`src/rtl/control_unit_pipe_if.sv`:
```
// Bundles the ID-stage request, pipeline control inputs and registered
// ID/EX control outputs of control_unit_pipe into one port.
interface control_unit_pipe_if #(
   parameter int OPCODE_W = 6,
   parameter int REG_W    = 5,
   parameter int ALU_OP_W = 2,
   parameter int CNT_W    = 16
);
   // ID-stage request and pipeline control
   logic                id_valid;
   logic [OPCODE_W-1:0] opcode;
   logic [REG_W-1:0]    id_rs;
   logic [REG_W-1:0]    id_rt;
   logic                stall_in;
   logic                flush;

   // EX-stage control register and status
   logic                ex_valid;
   logic                reg_dst;
   logic                branch;
   logic                branch_ne;
   logic                jump;
   logic                mem_read;
   logic                mem_to_reg;
   logic                mem_write;
   logic                alu_src;
   logic                reg_write;
   logic [ALU_OP_W-1:0] alu_op;
   logic [REG_W-1:0]    ex_rt;
   logic                illegal_op;
   logic                stall_out;
   logic [CNT_W-1:0]    bubble_cnt;

   // Decode-stage side: drives the request, observes the EX controls
   modport master (
      output id_valid, opcode, id_rs, id_rt, stall_in, flush,
      input  ex_valid, reg_dst, branch, branch_ne, jump, mem_read, mem_to_reg,
             mem_write, alu_src, reg_write, alu_op, ex_rt, illegal_op,
             stall_out, bubble_cnt
   );

   // Control unit side
   modport slave (
      input  id_valid, opcode, id_rs, id_rt, stall_in, flush,
      output ex_valid, reg_dst, branch, branch_ne, jump, mem_read, mem_to_reg,
             mem_write, alu_src, reg_write, alu_op, ex_rt, illegal_op,
             stall_out, bubble_cnt
   );
endinterface

```
`src/rtl/control_unit_pipe.sv`:
```
// Registered ID/EX control unit: decodes the ID opcode into the EX control
// register, with stall hold, flush bubbles, load-use hazard stalls of
// programmable length, an illegal-opcode flag and a saturating bubble counter.
module control_unit_pipe #(
   parameter int OPCODE_W = 6,
   parameter int REG_W    = 5,
   parameter int ALU_OP_W = 2,
   parameter int LU_STALL = 1,
   parameter int CNT_W    = 16
) (
   input logic               clk,
   input logic               reset,
   control_unit_pipe_if.slave bus
);

   localparam logic [OPCODE_W-1:0] OP_R    = OPCODE_W'(0);
   localparam logic [OPCODE_W-1:0] OP_LW   = OPCODE_W'(1);
   localparam logic [OPCODE_W-1:0] OP_SW   = OPCODE_W'(2);
   localparam logic [OPCODE_W-1:0] OP_BEQ  = OPCODE_W'(3);
   localparam logic [OPCODE_W-1:0] OP_ADDI = OPCODE_W'(4);
   localparam logic [OPCODE_W-1:0] OP_BNE  = OPCODE_W'(5);
   localparam logic [OPCODE_W-1:0] OP_J    = OPCODE_W'(6);

   // Value loaded into the stall counter when a hazard fires; the hazard
   // cycle itself is the first bubble.
   localparam logic [3:0] LU_RELOAD = 4'(LU_STALL - 1);

   typedef struct packed {
      logic                reg_dst;
      logic                branch;
      logic                branch_ne;
      logic                jump;
      logic                mem_read;
      logic                mem_to_reg;
      logic                mem_write;
      logic                alu_src;
      logic                reg_write;
      logic [ALU_OP_W-1:0] alu_op;
      logic                illegal;
   } ctrl_t;

   ctrl_t            dec_ctrl;
   ctrl_t            ctrl_q, ctrl_d;
   logic             ex_valid_q, ex_valid_d;
   logic [REG_W-1:0] ex_rt_q, ex_rt_d;
   logic [3:0]       cnt_q, cnt_d;
   logic [CNT_W-1:0] bubble_cnt_q, bubble_cnt_d;
   logic             bump;
   logic             uses_rt;
   logic             cnt_busy;
   logic             hazard;

   // Opcode decode into a control word; undefined opcodes set only the illegal flag
   always_comb begin
      dec_ctrl = '0;
      unique case (bus.opcode)
         OP_R: begin
            dec_ctrl.reg_dst   = 1'b1;
            dec_ctrl.reg_write = 1'b1;
            dec_ctrl.alu_op    = ALU_OP_W'(2'b10);
         end
         OP_LW: begin
            dec_ctrl.mem_read   = 1'b1;
            dec_ctrl.mem_to_reg = 1'b1;
            dec_ctrl.alu_src    = 1'b1;
            dec_ctrl.reg_write  = 1'b1;
         end
         OP_SW: begin
            dec_ctrl.mem_write = 1'b1;
            dec_ctrl.alu_src   = 1'b1;
         end
         OP_BEQ: begin
            dec_ctrl.branch = 1'b1;
            dec_ctrl.alu_op = ALU_OP_W'(2'b01);
         end
         OP_ADDI: begin
            dec_ctrl.alu_src   = 1'b1;
            dec_ctrl.reg_write = 1'b1;
         end
         OP_BNE: begin
            dec_ctrl.branch_ne = 1'b1;
            dec_ctrl.alu_op    = ALU_OP_W'(2'b01);
         end
         OP_J: begin
            dec_ctrl.jump = 1'b1;
         end
         default: begin
            dec_ctrl.illegal = 1'b1;
         end
      endcase
   end

   // Opcodes that read rt as a source operand (LW/ADDI write it instead)
   always_comb begin
      uses_rt = (bus.opcode == OP_R)   || (bus.opcode == OP_SW) ||
                (bus.opcode == OP_BEQ) || (bus.opcode == OP_BNE);
   end

   assign cnt_busy = (cnt_q != 4'd0);

   // A load in EX whose destination is read by the ID instruction; $zero never stalls
   assign hazard = ex_valid_q && ctrl_q.mem_read && (ex_rt_q != '0) && bus.id_valid &&
                   ((ex_rt_q == bus.id_rs) || ((ex_rt_q == bus.id_rt) && uses_rt));

   assign bus.stall_out = ~bus.flush & (hazard | cnt_busy);

   // Next-state selection: flush > external stall > pending stall > hazard > load
   always_comb begin
      ctrl_d       = ctrl_q;
      ex_valid_d   = ex_valid_q;
      ex_rt_d      = ex_rt_q;
      cnt_d        = cnt_q;
      bump         = 1'b0;
      bubble_cnt_d = bubble_cnt_q;
      if (bus.flush) begin
         ctrl_d     = '0;
         ex_valid_d = 1'b0;
         cnt_d      = 4'd0;
         bump       = 1'b1;
      end else if (bus.stall_in) begin
         // hold everything, including the pending stall count
      end else if (cnt_busy) begin
         ctrl_d     = '0;
         ex_valid_d = 1'b0;
         cnt_d      = cnt_q - 4'd1;
         bump       = 1'b1;
      end else if (hazard) begin
         ctrl_d     = '0;
         ex_valid_d = 1'b0;
         cnt_d      = LU_RELOAD;
         bump       = 1'b1;
      end else if (bus.id_valid) begin
         ctrl_d     = dec_ctrl;
         ex_valid_d = 1'b1;
         ex_rt_d    = bus.id_rt;
      end else begin
         // empty ID slot: idle bubble, not counted as an inserted bubble
         ctrl_d     = '0;
         ex_valid_d = 1'b0;
      end
      if (bump && (bubble_cnt_q != '1)) begin
         bubble_cnt_d = bubble_cnt_q + CNT_W'(1);
      end
   end

   // ID/EX control register, stall counter and bubble counter
   always_ff @(posedge clk or negedge reset) begin
      if (!reset) begin
         ctrl_q       <= '0;
         ex_valid_q   <= 1'b0;
         ex_rt_q      <= '0;
         cnt_q        <= 4'd0;
         bubble_cnt_q <= '0;
      end else begin
         ctrl_q       <= ctrl_d;
         ex_valid_q   <= ex_valid_d;
         ex_rt_q      <= ex_rt_d;
         cnt_q        <= cnt_d;
         bubble_cnt_q <= bubble_cnt_d;
      end
   end

   assign bus.ex_valid   = ex_valid_q;
   assign bus.reg_dst    = ctrl_q.reg_dst;
   assign bus.branch     = ctrl_q.branch;
   assign bus.branch_ne  = ctrl_q.branch_ne;
   assign bus.jump       = ctrl_q.jump;
   assign bus.mem_read   = ctrl_q.mem_read;
   assign bus.mem_to_reg = ctrl_q.mem_to_reg;
   assign bus.mem_write  = ctrl_q.mem_write;
   assign bus.alu_src    = ctrl_q.alu_src;
   assign bus.reg_write  = ctrl_q.reg_write;
   assign bus.alu_op     = ctrl_q.alu_op;
   assign bus.ex_rt      = ex_rt_q;
   assign bus.illegal_op = ctrl_q.illegal;
   assign bus.bubble_cnt = bubble_cnt_q;

endmodule

```
`src/flat_wrapper.sv`:
```
// flat-port wrapper written by rule: the top's interface ports become plain ports
module control_unit_pipe_flat 
#(
   parameter int OPCODE_W = 6,
   parameter int REG_W    = 5,
   parameter int ALU_OP_W = 2,
   parameter int LU_STALL = 1,
   parameter int CNT_W    = 16
)
  (clk, reset, bus_id_valid, bus_opcode, bus_id_rs, bus_id_rt, bus_stall_in, bus_flush, bus_ex_valid, bus_reg_dst, bus_branch, bus_branch_ne, bus_jump, bus_mem_read, bus_mem_to_reg, bus_mem_write, bus_alu_src, bus_reg_write, bus_alu_op, bus_ex_rt, bus_illegal_op, bus_stall_out, bus_bubble_cnt);
  control_unit_pipe_if #(.OPCODE_W(OPCODE_W), .REG_W(REG_W), .ALU_OP_W(ALU_OP_W), .CNT_W(CNT_W)) bus_i ();
  input logic clk;
  input logic reset;
  input wire logic [$bits(bus_i.id_valid)-1:0] bus_id_valid;
  input wire logic [$bits(bus_i.opcode)-1:0] bus_opcode;
  input wire logic [$bits(bus_i.id_rs)-1:0] bus_id_rs;
  input wire logic [$bits(bus_i.id_rt)-1:0] bus_id_rt;
  input wire logic [$bits(bus_i.stall_in)-1:0] bus_stall_in;
  input wire logic [$bits(bus_i.flush)-1:0] bus_flush;
  output wire logic [$bits(bus_i.ex_valid)-1:0] bus_ex_valid;
  output wire logic [$bits(bus_i.reg_dst)-1:0] bus_reg_dst;
  output wire logic [$bits(bus_i.branch)-1:0] bus_branch;
  output wire logic [$bits(bus_i.branch_ne)-1:0] bus_branch_ne;
  output wire logic [$bits(bus_i.jump)-1:0] bus_jump;
  output wire logic [$bits(bus_i.mem_read)-1:0] bus_mem_read;
  output wire logic [$bits(bus_i.mem_to_reg)-1:0] bus_mem_to_reg;
  output wire logic [$bits(bus_i.mem_write)-1:0] bus_mem_write;
  output wire logic [$bits(bus_i.alu_src)-1:0] bus_alu_src;
  output wire logic [$bits(bus_i.reg_write)-1:0] bus_reg_write;
  output wire logic [$bits(bus_i.alu_op)-1:0] bus_alu_op;
  output wire logic [$bits(bus_i.ex_rt)-1:0] bus_ex_rt;
  output wire logic [$bits(bus_i.illegal_op)-1:0] bus_illegal_op;
  output wire logic [$bits(bus_i.stall_out)-1:0] bus_stall_out;
  output wire logic [$bits(bus_i.bubble_cnt)-1:0] bus_bubble_cnt;
  assign bus_i.id_valid = bus_id_valid;
  assign bus_i.opcode = bus_opcode;
  assign bus_i.id_rs = bus_id_rs;
  assign bus_i.id_rt = bus_id_rt;
  assign bus_i.stall_in = bus_stall_in;
  assign bus_i.flush = bus_flush;
  assign bus_ex_valid = bus_i.ex_valid;
  assign bus_reg_dst = bus_i.reg_dst;
  assign bus_branch = bus_i.branch;
  assign bus_branch_ne = bus_i.branch_ne;
  assign bus_jump = bus_i.jump;
  assign bus_mem_read = bus_i.mem_read;
  assign bus_mem_to_reg = bus_i.mem_to_reg;
  assign bus_mem_write = bus_i.mem_write;
  assign bus_alu_src = bus_i.alu_src;
  assign bus_reg_write = bus_i.reg_write;
  assign bus_alu_op = bus_i.alu_op;
  assign bus_ex_rt = bus_i.ex_rt;
  assign bus_illegal_op = bus_i.illegal_op;
  assign bus_stall_out = bus_i.stall_out;
  assign bus_bubble_cnt = bus_i.bubble_cnt;
  control_unit_pipe #(.OPCODE_W(OPCODE_W), .REG_W(REG_W), .ALU_OP_W(ALU_OP_W), .LU_STALL(LU_STALL), .CNT_W(CNT_W)) u_core (.clk(clk), .reset(reset), .bus(bus_i));
endmodule
```
`config.mk`:
```
export PLATFORM = sky130hd
export DESIGN_NAME = control_unit_pipe_flat
export DESIGN_NICKNAME = d
export VERILOG_FILES = /design/src/rtl/control_unit_pipe_if.sv /design/src/rtl/control_unit_pipe.sv /design/src/flat_wrapper.sv
export SDC_FILE = /design/constraint.sdc
export NUM_CORES = 1
export LEC_CHECK = 0
export ABC_AREA = 0
export CORE_AREA = 2 2 67 69
export CTS_CLUSTER_DIAMETER = 30
export DETAILED_ROUTE_END_ITERATION = 10
export DIE_AREA = 0 0 69 71
export PLACE_DENSITY = 0.79
export SLEW_MARGIN = 20
export SYNTH_ARGS = -nofsm -noshare
export SYNTH_HDL_FRONTEND = slang
export SYNTH_SLANG_ARGS = --single-unit
```
`constraint.sdc`:
```
create_clock -name clk -period 2.6 [get_ports clk]
set_input_delay 0.52 -clock clk [delete_from_list [all_inputs] [get_ports clk]]
set_output_delay 0.52 -clock clk [all_outputs]
set_load 0.03 [all_outputs]
```
# Word level (Yosys, flattened, before mapping)

Index checks and enable logic that the tools add are counted.

Bits in registers: 38
Input port bits: 21
Output and inout bits: 35
Word-level logic and storage cells: 81

Add/sub/neg operators: 2
Equal/unequal tests: 10
Muxes and demuxes: 28
Bitwise operators: 6
Reductions and logical operators: 20

Operator list:

| cell                                             | number |
|---|---|
| 2-to-1 mux 12 bit                                | 5 |
| == test 6 x 3 -> 1 bit, second input constant    | 3 |
| 2-to-1 mux 1 bit                                 | 17 |
| adder 16 x 1 -> 16 bit, second input constant    | 1 |
| 2-to-1 mux 4 bit                                 | 4 |
| != test 16 bit, second input constant            | 1 |
| == test 6 x 2 -> 1 bit, second input constant    | 2 |
| == test 5 bit                                    | 2 |
| OR reduction 7 bit                               | 1 |
| == test 6 x 1 -> 1 bit, second input constant    | 1 |
| logical AND 1 bit                                | 6 |
| logical NOT 6 bit                                | 1 |
| OR reduction 3 bit                               | 2 |
| AND reduction 5 bit                              | 1 |
| nonzero test 5 bit                               | 1 |
| logical OR 1 bit                                 | 4 |
| NOT 1 bit                                        | 4 |
| one-hot mux 2 bit (2 select lines)               | 1 |
| nonzero test 4 bit                               | 1 |
| subtractor 4 x 1 -> 4 bit, second input constant | 1 |
| nonzero test 3 bit                               | 1 |
| 2-to-1 mux 2 bit                                 | 1 |
| != test 2 x 1 -> 1 bit, second input constant    | 1 |
| AND reduction 2 bit                              | 1 |
| other kinds (3)                                  | 3 |

# Depth between registers and ports, before layout

Gate-level depths: netlist of run 1.

Word-level depth: 12
Gate-level depth with buffers: 9
Gate-level depth less buffers: 8

# Least setup slack after synthesis of run 1

OpenSTA, ideal clock, no wires.

Path type: input to output
Start: input port bus_opcode[0]
End: output port bus_stall_out
Data arrival time: 1.937 ns
Required time: 2.080 ns
Slack: 0.143 ns
Cell stages on the path: 7
Path buffers: 1
Path through: buf_2 > nor2b_1 > xor2_1 > nor4_1 > o21ba_2 > nor2b_2 > nor2_1

Longest elaborated chain between the ends: 9
Elaborated cells on any way between the ends: 12
Those cells by class: 3 x eq/ne; 2 x bitwise; 7 x reduce/logical

Ends and longest elaborated chain:

| what                                                               | RTL line                 | RTL |
|---|---|---|
| from (decl)                                                        | flat_wrapper.sv:15       | `input wire logic [$bits(bus_i.opcode)-1:0] bus_opcode;` |
| == test 6 x 2 -> 1 bit / logical NOT 6 bit (equally long branches) | control_unit_pipe.sv:95  | `uses_rt = (bus.opcode == OP_R) \|\| (bus.opcode == OP_SW) \|\|` |
| logical OR 1 bit (2 in a row)                                      | control_unit_pipe.sv:95  |  |
| logical OR 1 bit *                                                 | control_unit_pipe.sv:96  | `(bus.opcode == OP_BEQ) \|\| (bus.opcode == OP_BNE);` |
| logical AND 1 bit *                                                | control_unit_pipe.sv:103 | `((ex_rt_q == bus.id_rs) \|\| ((ex_rt_q == bus.id_rt) && uses_rt));` |
| logical OR 1 bit *                                                 | control_unit_pipe.sv:103 |  |
| logical AND 1 bit *                                                | control_unit_pipe.sv:102 | `assign hazard = ex_valid_q && ctrl_q.mem_read && (ex_rt_q != '0) && bus.id_valid &&` |
| bitwise OR 1 bit *                                                 | control_unit_pipe.sv:105 | `assign bus.stall_out = ~bus.flush & (hazard \| cnt_busy);` |
| AND 1 bit *                                                        | control_unit_pipe.sv:105 |  |
| to (decl)                                                          | flat_wrapper.sv:33       | `output wire logic [$bits(bus_i.stall_out)-1:0] bus_stall_out;` |

Every way passes the cells marked *; elsewhere a longest branch is shown, timed or not.

# Worst setup path in the final report of run 1

Start: register u_core.ex_rt_q[0] (netlist: u_core.bus.ex_rt[0])
End: output port bus_stall_out

Longest elaborated chain between the ends: 6
Elaborated cells on any way between the ends: 10
Those cells by class: 2 x eq/ne; 2 x bitwise; 6 x reduce/logical

Ends and longest elaborated chain:

| what                                                         | RTL line                                           | RTL |
|---|---|---|
| from (decl)                                                  | control_unit_pipe.sv:45                            | `logic [REG_W-1:0] ex_rt_q, ex_rt_d;` |
| from (signal assigned)                                       | control_unit_pipe.sv:157                           | `ex_rt_q <= ex_rt_d;` |
| == test 5 bit / nonzero test 5 bit (equally long branches)   | control_unit_pipe.sv:103, control_unit_pipe.sv:102 |  |
| logical AND 1 bit, on equally long branches                  | control_unit_pipe.sv:103, control_unit_pipe.sv:102 |  |
| logical OR 1 bit / logical AND 1 bit (equally long branches) | control_unit_pipe.sv:103, control_unit_pipe.sv:102 |  |
| logical AND 1 bit *                                          | control_unit_pipe.sv:102                           |  |
| bitwise OR 1 bit *                                           | control_unit_pipe.sv:105                           |  |
| AND 1 bit *                                                  | control_unit_pipe.sv:105                           |  |

Marked as above.

==> results of run 1 <==
power breakdown:
part / switching, W / internal (W)
clock: 0.000187 / 0.000236
sequential: 0.000156 / 0.000688
combinational: 0.000597 / 0.000526
total: 0.000940 / 0.00145
sequential cells by signal, summed over array words and instances, names as in the netlist:
register,flops
u_core.bus.branch_ne,1
u_core.bus.mem_read,1
u_core.bus.ex_rt,5
u_core.bus.bubble_cnt,16
u_core.cnt_q,4
u_core.bus.alu_src,1
u_core.bus.jump,1
u_core.bus.mem_write,1
u_core.bus.ex_valid,1
u_core.bus.reg_write,1
u_core.bus.alu_op,1
u_core.bus.branch,1
u_core.bus.illegal_op,1
u_core.bus.reg_dst,1
layer usage:
layer | track usage [%] | vias up
met5 | 0 | -
met1 | 23.6 | 766
li1 | - | 770
met3 | 5.27 | 4
met4 | 5.23 | 0
met2 | 31.2 | 34
layout by cell type, fill, tap and decap left out, types with 5 or more instances in the layout:
cell | Yosys | layout
sky130_fd_sc_hd__o21ai_0 | 9 | 9
sky130_fd_sc_hd__mux2_2 | 8 | 8
sky130_fd_sc_hd__nor2_1 | 7 | 7
sky130_fd_sc_hd__xnor2_1 | 19 | 19
sky130_fd_sc_hd__nand3_1 | 9 | 9
sky130_fd_sc_hd__nand2_1 | 14 | 14
sky130_fd_sc_hd__and3_1 | 5 | 5
sky130_fd_sc_hd__dlygate4sd2_1 | 0 | 6
sky130_fd_sc_hd__dfrtp_1 | 36 | 35
sky130_fd_sc_hd__buf_4 | 3 | 16
sky130_fd_sc_hd__clkdlybuf4s50_1 | 0 | 48
sky130_fd_sc_hd__xor2_1 | 7 | 6
sky130_fd_sc_hd__clkbuf_8 | 0 | 7
sky130_fd_sc_hd__nand4_1 | 8 | 8
logic make-up (layout without fill, tap and decap cells):
logic type | count (synthesis) | after routing | share of synthesized area [%]
simple gates | 68 | 68 | 21.0
flops | 36 | 36 | 47.2
xor+xnor | 26 | 26 | 11.9
compound gates | 25 | 25 | 9.97
buf+inv | 12 | 80 | 3.15
mux | 8 | 8 | 4.72
fa+ha+maj | 3 | 3 | 1.97
synth_stat cells (2+ instances only):
library cell and count:
sky130_fd_sc_hd__nor3b_1 2, sky130_fd_sc_hd__dfrtp_1 36, sky130_fd_sc_hd__nand3_1 9, sky130_fd_sc_hd__buf_4 3
sky130_fd_sc_hd__o32ai_1 2, sky130_fd_sc_hd__nand4_1 8, sky130_fd_sc_hd__nand2b_1 3, sky130_fd_sc_hd__inv_1 3
sky130_fd_sc_hd__mux2_2 8, sky130_fd_sc_hd__o21ai_0 9, sky130_fd_sc_hd__ha_1 3, sky130_fd_sc_hd__xor2_1 7
sky130_fd_sc_hd__a21oi_1 2, sky130_fd_sc_hd__buf_2 3, sky130_fd_sc_hd__clkbuf_1 3, sky130_fd_sc_hd__nand2_1 14
sky130_fd_sc_hd__nor3_1 5, sky130_fd_sc_hd__nor2b_1 3, sky130_fd_sc_hd__nor2_1 7, sky130_fd_sc_hd__xnor2_1 19
sky130_fd_sc_hd__and2_1 2, sky130_fd_sc_hd__a32o_2 2, sky130_fd_sc_hd__or3_1 2, sky130_fd_sc_hd__o2111ai_2 2
sky130_fd_sc_hd__and3_1 5
final cells by class:
type                       instances  area, µm²
inverter                           3       11.3
clock buffer                       7       96.3
fill                             349       1500
timing repair buffer              70        653
tap                               52       65.1
sequential                        36        902
multi-input combinational        130        977
metrics by stage:
| step | total power [W] | hold slack (ns) | instances | setup slack (ns) |
|---|---|---|---|---|
| 2_1_floorplan | 0.00152 | 0.224 | 178 | 0.143 |
| 3_3_place_gp | 0.00194 | 0.470 | 290 | -0.0737 |
| 3_5_place_dp | 0.00197 | 0.474 | 290 | -0.107 |
| 4_1_cts | 0.00241 | 0.490 | 298 | 0.0219 |
| 5_1_grt | 0.00254 | 0.508 | 298 | -0.000210 |
| 6_report | 0.00239 | 0.485 | 298 | 0.0393 |
critical path: cells and delay by family, from the launching register on:
kind	cells	cell delay, ns
AO/OA/AOI/OAI	2	0.41
AND/OR/NAND/NOR	3	0.73
flip-flops	1	0.44
buffers and inverters	1	0.16
path summary, 6_finish.rpt:
kind | endpoint | depth (start not counted)
worst max register to register | u_core.bus.bubble_cnt[12]$_DFFE_PN0P_ | 8
worst min register to register | u_core.bus.jump$_DFFE_PN0P_ | 2
min in group asynchronous | u_core.bus.ex_rt[1]$_DFFE_PN0P_ | 2
max in group asynchronous | u_core.bus.ex_rt[0]$_DFFE_PN0P_ | 2
worst max-delay path | bus_stall_out | 6
worst min-delay path | u_core.bus.jump$_DFFE_PN0P_ | 2
what timing repair did:
action,CTS,global route
gates cloned,0,0
setup endpoints to repair,1,1
pin swaps,6,1
resized for setup,10,3
hold buffers,0,0
setup buffers,1,0
==> summary.md, run 1 <==
| Metric | Value |
|---|---|
| Result of the run | `finished, final reports clean` |
| Post-synthesis cell type with the largest combined area | `sky130_fd_sc_hd__dfrtp_1` |
| Diodes inserted | `0` |
| Core ar. | `around 4200 µm²` |
| Share of flip-flops with an asynchronous set or reset after synthesis | `100%` |
| TritonCTS clock tree | `built` |
| Final routed DRC violation total | `0` |
| Source of the worst register-to-register timing path | `u_core.bus.ex_rt[0]$_DFFE_PN0P_` |
| CTS HTree Levels | `2` |
| Hold Crit Start | `u_core.bus.jump$_DFFE_PN0P_` |
| HP Class | `reg2reg` |
| Critical path start-end classification | `reg2out` |
| Clock buffer depth | `2` |
| Fraction of post-synthesis cell area in the top cell type by area | `47.2%` |
| Initial core utilization | `between 40% and 50%` |
| Endpoint kind of the worst setup timing path | `output port` |
| Tot GR Track Use | `a little under a fifth` |
| Wire per inst | `between 10 and 15 µm` |
| Relative max-transition margin | `between 60% and 70%` |
| Die Footprint | `4900 µm²` |
| Clk slew on worst S/H paths | `around 0.070 ns` |
| Total grt overflow | `0` |
| Top routing layer in use | `met4` |
| Worst vdd ir | `465 µV` |
| Seq/Total Area, Yosys | `a little under half` |
| Setup crit start kind | `flip-flop` |
| Delay of the slowest cell on the worst path | `0.54 ns` |
| Layout cells sized above 1 | `roughly 20%` |
| Number of synthesis warnings | `0` |
| Number of hold-slack violations in the final timing report | `0` |
| Minimum clock period | `roughly 2.6 ns` |
| Number of flops mapped to enable cells by yosys | `0` |
| Total Neg Setup Slack | `0 ns` |
| Number of distinct library cells after synthesis | `between 40 and 50` |
| Slowest-stage cell, CP | `sky130_fd_sc_hd__or4_4` |
| Die Height | `between 70 and 80 µm` |
| Combined area of all synthesized cells | `1910 µm²` |
| Transition at the pin with the smallest max-transition slack | `0.561 ns` |
| Synth-to-layout area growth | `41.9%` |
| Wire length of the first global-routing pass | `around 7400 µm` |
| Worst path arrival time | `~2 ns` |
| Vias | `1574` |
| Largest net degree at the start of global routing | `37` |
| WL met3 | `about 220 µm` |
| Critical Path Start | `u_core.bus.ex_rt[0]$_DFFE_PN0P_` |
| Final setup violating endpoints | `0` |
| Synth Instances | `between 150 and 200` |
| Quantity of I/O buffers inserted on ports | `55` |
| Largest cells by area after synthesis | `sky130_fd_sc_hd__dfrtp_1, sky130_fd_sc_hd__xnor2_1, sky130_fd_sc_hd__mux2_2, sky130_fd_sc_hd__xor2_1, sky130_fd_sc_hd__nand2_1` |
| Antenna-violating nets left | `0` |
| Net count of the mapped netlist | `approximately 200` |
| Most frequently used flop master after synthesis | `sky130_fd_sc_hd__dfrtp_1` |
| Clk Tree Root Cell | `sky130_fd_sc_hd__clkbuf_8` |
| Fin util | `between 60% and 70%` |
| Top-level I/O count | `56` |
| Die Span X | `about 70 µm` |
| Required time worst endpoint | `2.08 ns` |
| Synthesized area per cell | `10.7 µm²` |
| Length of the first detailed-routing pass in iterations | `4` |
| Worst Clk Skew | `roughly 0.0054 ns` |
| Met1 Routed Length | `roughly 1900 µm` |
| Standard-cell row count | `24` |
| Violation count after the first detailed-route iteration | `71` |
| Wire length on met2 | `2170 µm` |
| Final weighted congestion of routability-driven global placement | `0.736` |
| Maximum net fanout on the critical path | `5` |
| Internal reg-to-reg setup slack | `~0.17 ns` |
| PwrDens | `884 nW/µm²` |
| Maximum clock rate | `just under 0.4 GHz` |
| Final Instance Area | `2710 µm²` |
| HPWL after detailed placement | `roughly 3200 µm` |
| Final Net Count | `270` |
| Cell-by-cell trace of the critical path | `or4_4 > o2111ai_2 > o21ba_2 > nor2b_2 > nor2_1 > buf_4` |
| Initial antenna violation count | `0` |
| Max-cap check violation count | `0` |
| Unrepaired setup endpoints after global routing | `yes` |
| Vias/cell | `roughly 5.3` |
| Inserted Clock Buffers | `5` |
| Instance area after placement | `roughly 2600 µm²` |
| Final-report max-slew violation count | `0` |
| Routed Wire Length | `around 4300 µm` |
| Share of the clock period used by the worst path | `between 90% and 100%` |
| Worst-Skew Late Latency | `between 0.2 and 0.3 ns` |
| Leak | `~1.1 nW` |
| Number of global-route vias before repair | `1613` |
| Flip-flop and latch count after synthesis | `36` |
| Number of clock sinks | `36` |
Note: power is estimated with default switching activity, not from simulation.
==> run 2: changes to the inputs <==
- CORE_AREA: 2 2 67 69 -> 2 2 73 75
- DIE_AREA: 0 0 69 71 -> 0 0 75 77
- PLACE_DENSITY: 0.79 -> 0.68
==> run 2 against run 1 <==
Effect of this change:
- critical path depth is 1 higher
- critical endpoint unchanged
- sequential power down 0.7%
- combinational power is 5% higher
- cell count rose by 9.7%
- non-clock buffer count increased by 10
- clock power rose by 27%
- fmax grew 2.3%
- flip-flop and latch count unchanged
==> summary.md, run 2 (synthesized netlist as in run 1, its figures left out) <==
| Metric | Value |
|---|---|
| Share of the clock period used by the worst path | `96.2% (-2.3 points)` |
| Final-report max-slew violation count | `0 (unchanged)` |
| Flip-flop count of the largest register after layout | `16 (unchanged)` |
| Top-level I/O count | `56 (unchanged)` |
| Final Net Count | `280 (+3.7%)` |
| Number of hold-slack violations in the final timing report | `0 (unchanged)` |
| Final routed DRC violation total | `0 (unchanged)` |
| Tot GR Track Use | `16.8% (-1.7 points)` |
| HP Class | `reg2reg` |
| Area taken by flip-flops and latches | `902 µm² (unchanged)` |
| HPWL after detailed placement | `3240 µm (+1.9%)` |
| Clk Tree Root Cell | `sky130_fd_sc_hd__clkbuf_8` |
| Source of the worst register-to-register timing path | `u_core.bus.ex_rt[3]$_DFFE_PN0P_` |
| Max-cap check violation count | `0 (unchanged)` |
| Top routing layer in use | `met4` |
| Layout fillers | `434 (+24%)` |
| Diodes inserted | `0 (unchanged)` |
| Wire length of the first global-routing pass | `7510 µm (+1.9%)` |
| Transition at the pin with the smallest max-transition slack | `0.518 ns (-0.0426 ns)` |
| Initial core utilization | `38.3% (-7.0 points)` |
| Share of total power in combinational logic | `46.1% (-0.9 points)` |
| Number of cells on the worst hold path | `2 (unchanged)` |
| CTS HTree Levels | `2 (unchanged)` |
| Number of clock sinks | `36 (unchanged)` |
| Sw frac | `37.9% (-1.4 points)` |
| WL met3 | `297 µm (+37%)` |
| Instance area after placement | `2620 µm² (+1.7%)` |
| Antenna-violating nets left | `0 (unchanged)` |
| Clock buffer depth | `2 (unchanged)` |
| Worst Clk Skew | `0.00464 ns (-0.000806 ns)` |
| Reg power frac | `32.9% (-2.4 points)` |
| Wire per inst | `13.9 µm (-3.4%)` |
| Worst vdd ir | `648 µV (+39%)` |
| Wire length on met2 | `2090 µm (-3.6%)` |
| Violation count after the first detailed-route iteration | `29 (-59%)` |
| Total Neg Setup Slack | `0 ns (unchanged)` |
| Multi-input logic area | `988 µm² (+1.2%)` |
| Leak | `1.23 nW (+7.5%)` |
| Core ar. | `4980 µm² (+18%)` |
| Synth-to-layout area growth | `49.6%` |
| Vias | `1596 (+1.4%)` |
| Die Footprint | `5780 µm² (+18%)` |
| Unrepaired setup endpoints after global routing | `no` |
| Die Span X | `75 µm (+8.7%)` |
| Minimum clock period | `2.50 ns (-0.0585 ns)` |
| Worst path arrival time | `1.98 ns (-0.06 ns)` |
| Net switching power | `0.000967 W (+2.8%)` |
| Number of global-route vias before repair | `1603 (-0.62%)` |
| Inserted Clock Buffers | `5 (unchanged)` |
| Required time worst endpoint | `2.08 ns (about the same)` |
| Power Internal | `0.00159 W (+9.3%)` |
| Total grt overflow | `0 (unchanged)` |
| TritonCTS clock tree | `built` |
| Endpoint kind of the worst setup timing path | `output port` |
| Maximum net fanout on the critical path | `2 (-3)` |
| Routed Wire Length | `4540 µm (+6.0%)` |
| Largest net degree at the start of global routing | `37 (unchanged)` |
| Most frequent standard cell in the layout excluding fill and tap cells | `sky130_fd_sc_hd__clkdlybuf4s50_1` |
| Final weighted congestion of routability-driven global placement | `0.815 (+11%)` |
| Maximum clock rate | `0.400 GHz (+2.3%)` |
| Layout cells sized above 1 | `23.3% (+3.8 points)` |
| Vias/cell | `4.88 (-7.6%)` |
| Destination of the worst register-to-register timing path | `u_core.bus.bubble_cnt[12]$_DFFE_PN0P_` |
| Hold Crit Start | `u_core.bus.alu_op[0]$_DFFE_PN0P_` |
| Critical path start-end classification | `in2out` |
| Internal reg-to-reg setup slack | `0.35 ns (+0.18 ns)` |
| CTS Hold Buffers Added | `0 (unchanged)` |
| Fin util | `57.3% (-7.0 points)` |
| Result of the run | `finished, final reports clean` |
| Met1 Routed Length | `2090 µm (+11%)` |
| Top library cells by usage in the layout, fill and taps aside | `sky130_fd_sc_hd__clkdlybuf4s50_1, sky130_fd_sc_hd__dfrtp_1, sky130_fd_sc_hd__buf_4` |
| Clk slew on worst S/H paths | `0.07 ns (about the same)` |
| Standard-cell row count | `26 (+8.3%)` |
| Quantity of I/O buffers inserted on ports | `55 (unchanged)` |
| PwrDens | `895 nW/µm² (+1.2%)` |
| Depth of the worst register-to-register path | `7 (-1)` |
| Relative max-transition margin | `65.4% (+2.8 points)` |
| Die Height | `77 µm (+8.5%)` |
| Length of the first detailed-routing pass in iterations | `4 (unchanged)` |
| Setup crit start kind | `input port` |
| Final Instance Area | `2850 µm² (+5.5%)` |
| Endpoint of the worst hold path | `u_core.bus.alu_op[0]$_DFFE_PN0P_` |
| Power share of the clock group | `21.0% (+3.3 points)` |
| Initial antenna violation count | `0 (unchanged)` |
| Final setup violating endpoints | `0 (unchanged)` |
| Worst-Skew Late Latency | `0.29 ns (about the same)` |
## run 2: cell types whose count changed in the layout (fill, tap and decap cells not counted)
cell                              previous run  this run
sky130_fd_sc_hd__nor2_1                      7         6
sky130_fd_sc_hd__buf_6                       0         1
sky130_fd_sc_hd__bufinv_16                   0         1
sky130_fd_sc_hd__nor4_2                      1         0
sky130_fd_sc_hd__nor2_2                      0         1
sky130_fd_sc_hd__dlymetal6s2s_1              0         2
sky130_fd_sc_hd__clkdlybuf4s50_1            48        46
sky130_fd_sc_hd__nor4_4                      0         1
sky130_fd_sc_hd__buf_4                      16        25
## run 2: timing repair
item / CTS / global route
pin swaps: 5 / 4
gates cloned: 0 / 0
setup endpoints to repair: 1 / 1
buffers inserted: 8 / 0
gates resized for setup: 10 / 8
## run 2: cell type report
type	count	share of cell area, %
clock buffer	7	3.38
clock inverter	1	1.05
inverter	3	0.395
multi-input combinational	130	34.6
sequential	36	31.6
tap	70	3.07
timing repair buffer	80	25.8
## run 2: how the worst max path moves through the flow
stage,start,end
3_5_place_dp,bus_opcode[0],bus_stall_out
3_3_place_gp,bus_opcode[0],bus_stall_out
6_report,bus_opcode[2],bus_stall_out
2_1_floorplan,bus_opcode[0],bus_stall_out
5_1_grt,bus_id_rs[0],bus_stall_out
4_1_cts,bus_id_rs[0],bus_stall_out
## run 2: per-stage QoR
step	hold WS [ns]	cells	setup WS [ns]	total power, W
after floorplan	0.224	178	0.143	0.00152
after global placement	0.464	311	-0.164	0.00198
after detailed placement	0.466	311	-0.212	0.00199
after CTS	0.482	327	0.0253	0.00255
after global routing	0.499	327	0.00801	0.00271
final	0.482	327	0.0979	0.00255
## run 2: critical path: stages
cell and delay (ns):
sky130_fd_sc_hd__clkdlybuf4s50_1 0.46, sky130_fd_sc_hd__xor2_2 0.18, sky130_fd_sc_hd__nor4_4 0.31, sky130_fd_sc_hd__o21ba_2 0.20, sky130_fd_sc_hd__nor2b_2 0.05, sky130_fd_sc_hd__nor2_2 0.11, sky130_fd_sc_hd__buf_6 0.14
## run 2: routing by layer
metal	global-route usage (%)	up-vias
met2	26.0	41
met1	22.7	763
met4	4.82	0
met3	4.99	7
met5	0	-
li1	-	785
## run 2: power by group through the flow
stage          Clock, W  Combinational (W)  Sequential (W)
2_1_floorplan         0           0.000490         0.00103
3_3_place_gp          0            0.00114        0.000845
3_5_place_dp          0            0.00114        0.000848
4_1_cts        0.000551            0.00116        0.000840
5_1_grt        0.000575            0.00127        0.000864
6_report       0.000536            0.00118        0.000839
==> run 3: changes to the inputs <==
- CELL_PAD_IN_SITES_DETAIL_PLACEMENT: default -> 0
- CELL_PAD_IN_SITES_GLOBAL_PLACEMENT: default -> 2
- CORE_AREA: 2 2 73 75 -> 2 2 85 87
- DIE_AREA: 0 0 75 77 -> 0 0 87 89
- PLACE_DENSITY: 0.68 -> 0.78
- SLEW_MARGIN: 20 -> 0
==> run 3 against run 2 <==
Effect of this change:
- global-route usage down 3.4 points
- total power decreased by 5.0%
- register-to-register slack worse by 0.16 ns
- fmax is essentially flat
- highest routed layer unchanged
- largest cell class unchanged
- flip-flop and latch count stayed put
==> summary.md, run 3 (synthesized netlist as in run 1, its figures left out) <==
| Metric | Value |
|---|---|
| Share of the clock period used by the worst path | `96.2% (about the same)` |
| Transition at the pin with the smallest max-transition slack | `0.485 ns (-0.0333 ns)` |
| Flip-flop count of the largest register after layout | `16 (unchanged)` |
| Power Internal | `0.00147 W (-7.5%)` |
| CTS HTree Levels | `2 (unchanged)` |
| Sw frac | `39.5% (+1.6 points)` |
| Most frequent standard cell in the layout excluding fill and tap cells | `sky130_fd_sc_hd__clkdlybuf4s50_1` |
| HPWL after detailed placement | `3530 µm (+8.8%)` |
| Relative max-transition margin | `67.7% (+2.3 points)` |
| Minimum clock period | `2.50 ns (+0.000354 ns)` |
| Final Net Count | `275 (-1.8%)` |
| Met1 global-route usage | `18.8% (-3.9 points)` |
| Clock buffer depth | `2 (unchanged)` |
| Standard-cell row count | `30 (+15%)` |
| Reg power frac | `34.5% (+1.6 points)` |
| CTS Hold Buffers Added | `0 (unchanged)` |
| Tot GR Track Use | `13.4% (-3.4 points)` |
| GR Layer Usage met3 | `3.97% (-1.0 points)` |
| Core ar. | `6720 µm² (+35%)` |
| Initial core utilization | `28.4% (-9.9 points)` |
| Endpoint kind of the worst setup timing path | `output port` |
| Final-report max-slew violation count | `0 (unchanged)` |
| Maximum net fanout on the critical path | `5 (+3)` |
| Quantity of I/O buffers inserted on ports | `55 (unchanged)` |
| Vias | `1599 (+0.19%)` |
| Wire length of the first global-routing pass | `8020 µm (+6.7%)` |
| Worst Clk Skew | `0.00477 ns (+0.000128 ns)` |
| Clk Tree Root Cell | `sky130_fd_sc_hd__clkbuf_8` |
| Worst vdd ir | `470 µV (-28%)` |
| Worst path arrival time | `1.98 ns (about the same)` |
| Maximum clock rate | `0.400 GHz (about the same)` |
| Net switching power | `0.000958 W (-0.92%)` |
| Post-Place Worst Slack | `-0.136 ns (+0.0759 ns)` |
| Final Instance Count excl. Fillers | `331 (+1.2%)` |
| Worst-Skew Late Latency | `0.28 ns (about the same)` |
| Vias/cell | `4.83 (-1.0%)` |
| Die Span X | `87 µm (+16%)` |
| Inserted Clock Buffers | `5 (unchanged)` |
| Antenna-violating nets left | `0 (unchanged)` |
| Setup crit start kind | `flip-flop` |
| Max-cap check violation count | `0 (unchanged)` |
| Unrepaired setup endpoints after global routing | `no` |
| Number of hold-slack violations in the final timing report | `0 (unchanged)` |
| Initial antenna violation count | `0 (unchanged)` |
| TritonCTS clock tree | `built` |
| Busiest metal layer after global routing | `met2` |
| Critical path start-end classification | `reg2out` |
| Final Worst Setup Slack | `0.0975 ns (-0.000354 ns)` |
| Top-level I/O count | `56 (unchanged)` |
| Synth-to-layout area growth | `46.1%` |
| Share of total power in combinational logic | `47.4% (+1.3 points)` |
| Routed Wire Length | `4850 µm (+6.7%)` |
| Final weighted congestion of routability-driven global placement | `0.762 (-6.5%)` |
| Power share of the clock group | `18.1% (-2.9 points)` |
| Clk slew on worst S/H paths | `0.07 ns (about the same)` |
| Leak | `1.20 nW (-2.7%)` |
| Placed Cells incl. Taps | `321 (+3.2%)` |
| Result of the run | `finished, final reports clean` |
| Diodes inserted | `0 (unchanged)` |
| Number of global-route vias before repair | `1593 (-0.62%)` |
| Number of clock sinks | `36 (unchanged)` |
| Fin util | `41.5% (-16 points)` |
| Number of cells on the worst hold path | `2 (unchanged)` |
| HP Class | `reg2reg` |
| Depth of the worst register-to-register path | `8 (+1)` |
| Total grt overflow | `0 (unchanged)` |
| Die Footprint | `7740 µm² (+34%)` |
| Violation count after the first detailed-route iteration | `71 (+140%)` |
| Final setup violating endpoints | `0 (unchanged)` |
| Final routed DRC violation total | `0 (unchanged)` |
| Die Height | `89 µm (+16%)` |
| Top library cells by usage in the layout, fill and taps aside | `sky130_fd_sc_hd__clkdlybuf4s50_1, sky130_fd_sc_hd__dfrtp_1, sky130_fd_sc_hd__buf_4` |
| Wire per inst | `14.6 µm (+5.4%)` |
| GR Util met2 | `20.3% (-5.6 points)` |
| PwrDens | `871 nW/µm² (-2.7%)` |
| Layout fillers | `689 (+59%)` |
| Layout cells sized above 1 | `21.1% (-2.2 points)` |
| Largest net degree at the start of global routing | `37 (unchanged)` |
| Length of the first detailed-routing pass in iterations | `4 (unchanged)` |
| Required time worst endpoint | `2.08 ns (about the same)` |
## run 3: cell count changes in the layout (fill, tap and decap cells not counted), sizes merged
cell / change
dlymetal6s2s: +1
bufinv: -1
clkdlybuf4s50: -1
buf: -5
## run 3: layout make-up
| class | count | area (µm²) | area share [%] |
|---|---|---|---|
| Multi-Input combinational cell | 130 | 977 | 35.1 |
| Timing Repair Buffer | 75 | 698 | 25.1 |
| Clock buffer | 7 | 96.3 | 3.46 |
| Tap cell | 80 | 100 | 3.59 |
| Sequential cell | 36 | 902 | 32.4 |
| Inverter | 3 | 11.3 | 0.404 |
## run 3: critical path, stage by stage (launching register included)
cell                        delay, ns
sky130_fd_sc_hd__dfrtp_2         0.44
sky130_fd_sc_hd__or4_4           0.52
sky130_fd_sc_hd__o2111ai_2       0.19
sky130_fd_sc_hd__o21ba_2         0.20
sky130_fd_sc_hd__nor2b_2         0.12
sky130_fd_sc_hd__nor2_1          0.05
sky130_fd_sc_hd__buf_4           0.16
## run 3: per-stage QoR
step / power, W / TNS [ns] / hold WS [ns] / cell area (µm²)
floorplan: 0.00152 / 0 / 0.224 / 1910
global placement: 0.00199 / -0.321 / 0.463 / 2630
detailed placement: 0.00200 / -0.959 / 0.473 / 2630
CTS: 0.00246 / 0 / 0.490 / 2740
global route: 0.00261 / 0 / 0.514 / 2790
finish: 0.00242 / 0 / 0.488 / 2790
## run 3: layer usage
layer	wire length, µm	up-vias	share of wire, %
li1	-	774	-
met1	2330	793	48
met2	2270	30	47
met3	229	2	4.7
met4	27	0	0.56
met5	0	-	0
## run 3: path summary, 6_finish.rpt
check,from,end,slack [ns]
worst max-delay path,u_core.bus.ex_rt[3]$_DFFE_PN0P_,bus_stall_out,0.1
worst min-delay path,u_core.bus.branch_ne$_DFFE_PN0P_,u_core.bus.branch_ne$_DFFE_PN0P_,0.49
worst max register to register,u_core.bus.ex_rt[3]$_DFFE_PN0P_,u_core.bus.bubble_cnt[12]$_DFFE_PN0P_,0.19
worst min register to register,u_core.bus.branch_ne$_DFFE_PN0P_,u_core.bus.branch_ne$_DFFE_PN0P_,0.49
max in group asynchronous,reset,u_core.bus.ex_rt[3]$_DFFE_PN0P_,1.59
min in group asynchronous,reset,u_core.bus.alu_op[0]$_DFFE_PN0P_,0.65
## run 3: power by group through the flow
stage | Clock [W] | Combinational (W) | Sequential (W)
2_1_floorplan | 0 | 0.000490 | 0.00103
3_3_place_gp | 0 | 0.00115 | 0.000843
3_5_place_dp | 0 | 0.00115 | 0.000846
4_1_cts | 0.000454 | 0.00117 | 0.000836
5_1_grt | 0.000483 | 0.00126 | 0.000864
6_report | 0.000439 | 0.00115 | 0.000837
## run 3: timing repair
item                       4_1_cts  5_1_grt
setup buffers                    0        3
hold endpoints to repair         0        0
gates resized for setup         10        6
pin swaps                        5        4
setup endpoints to repair        1        1
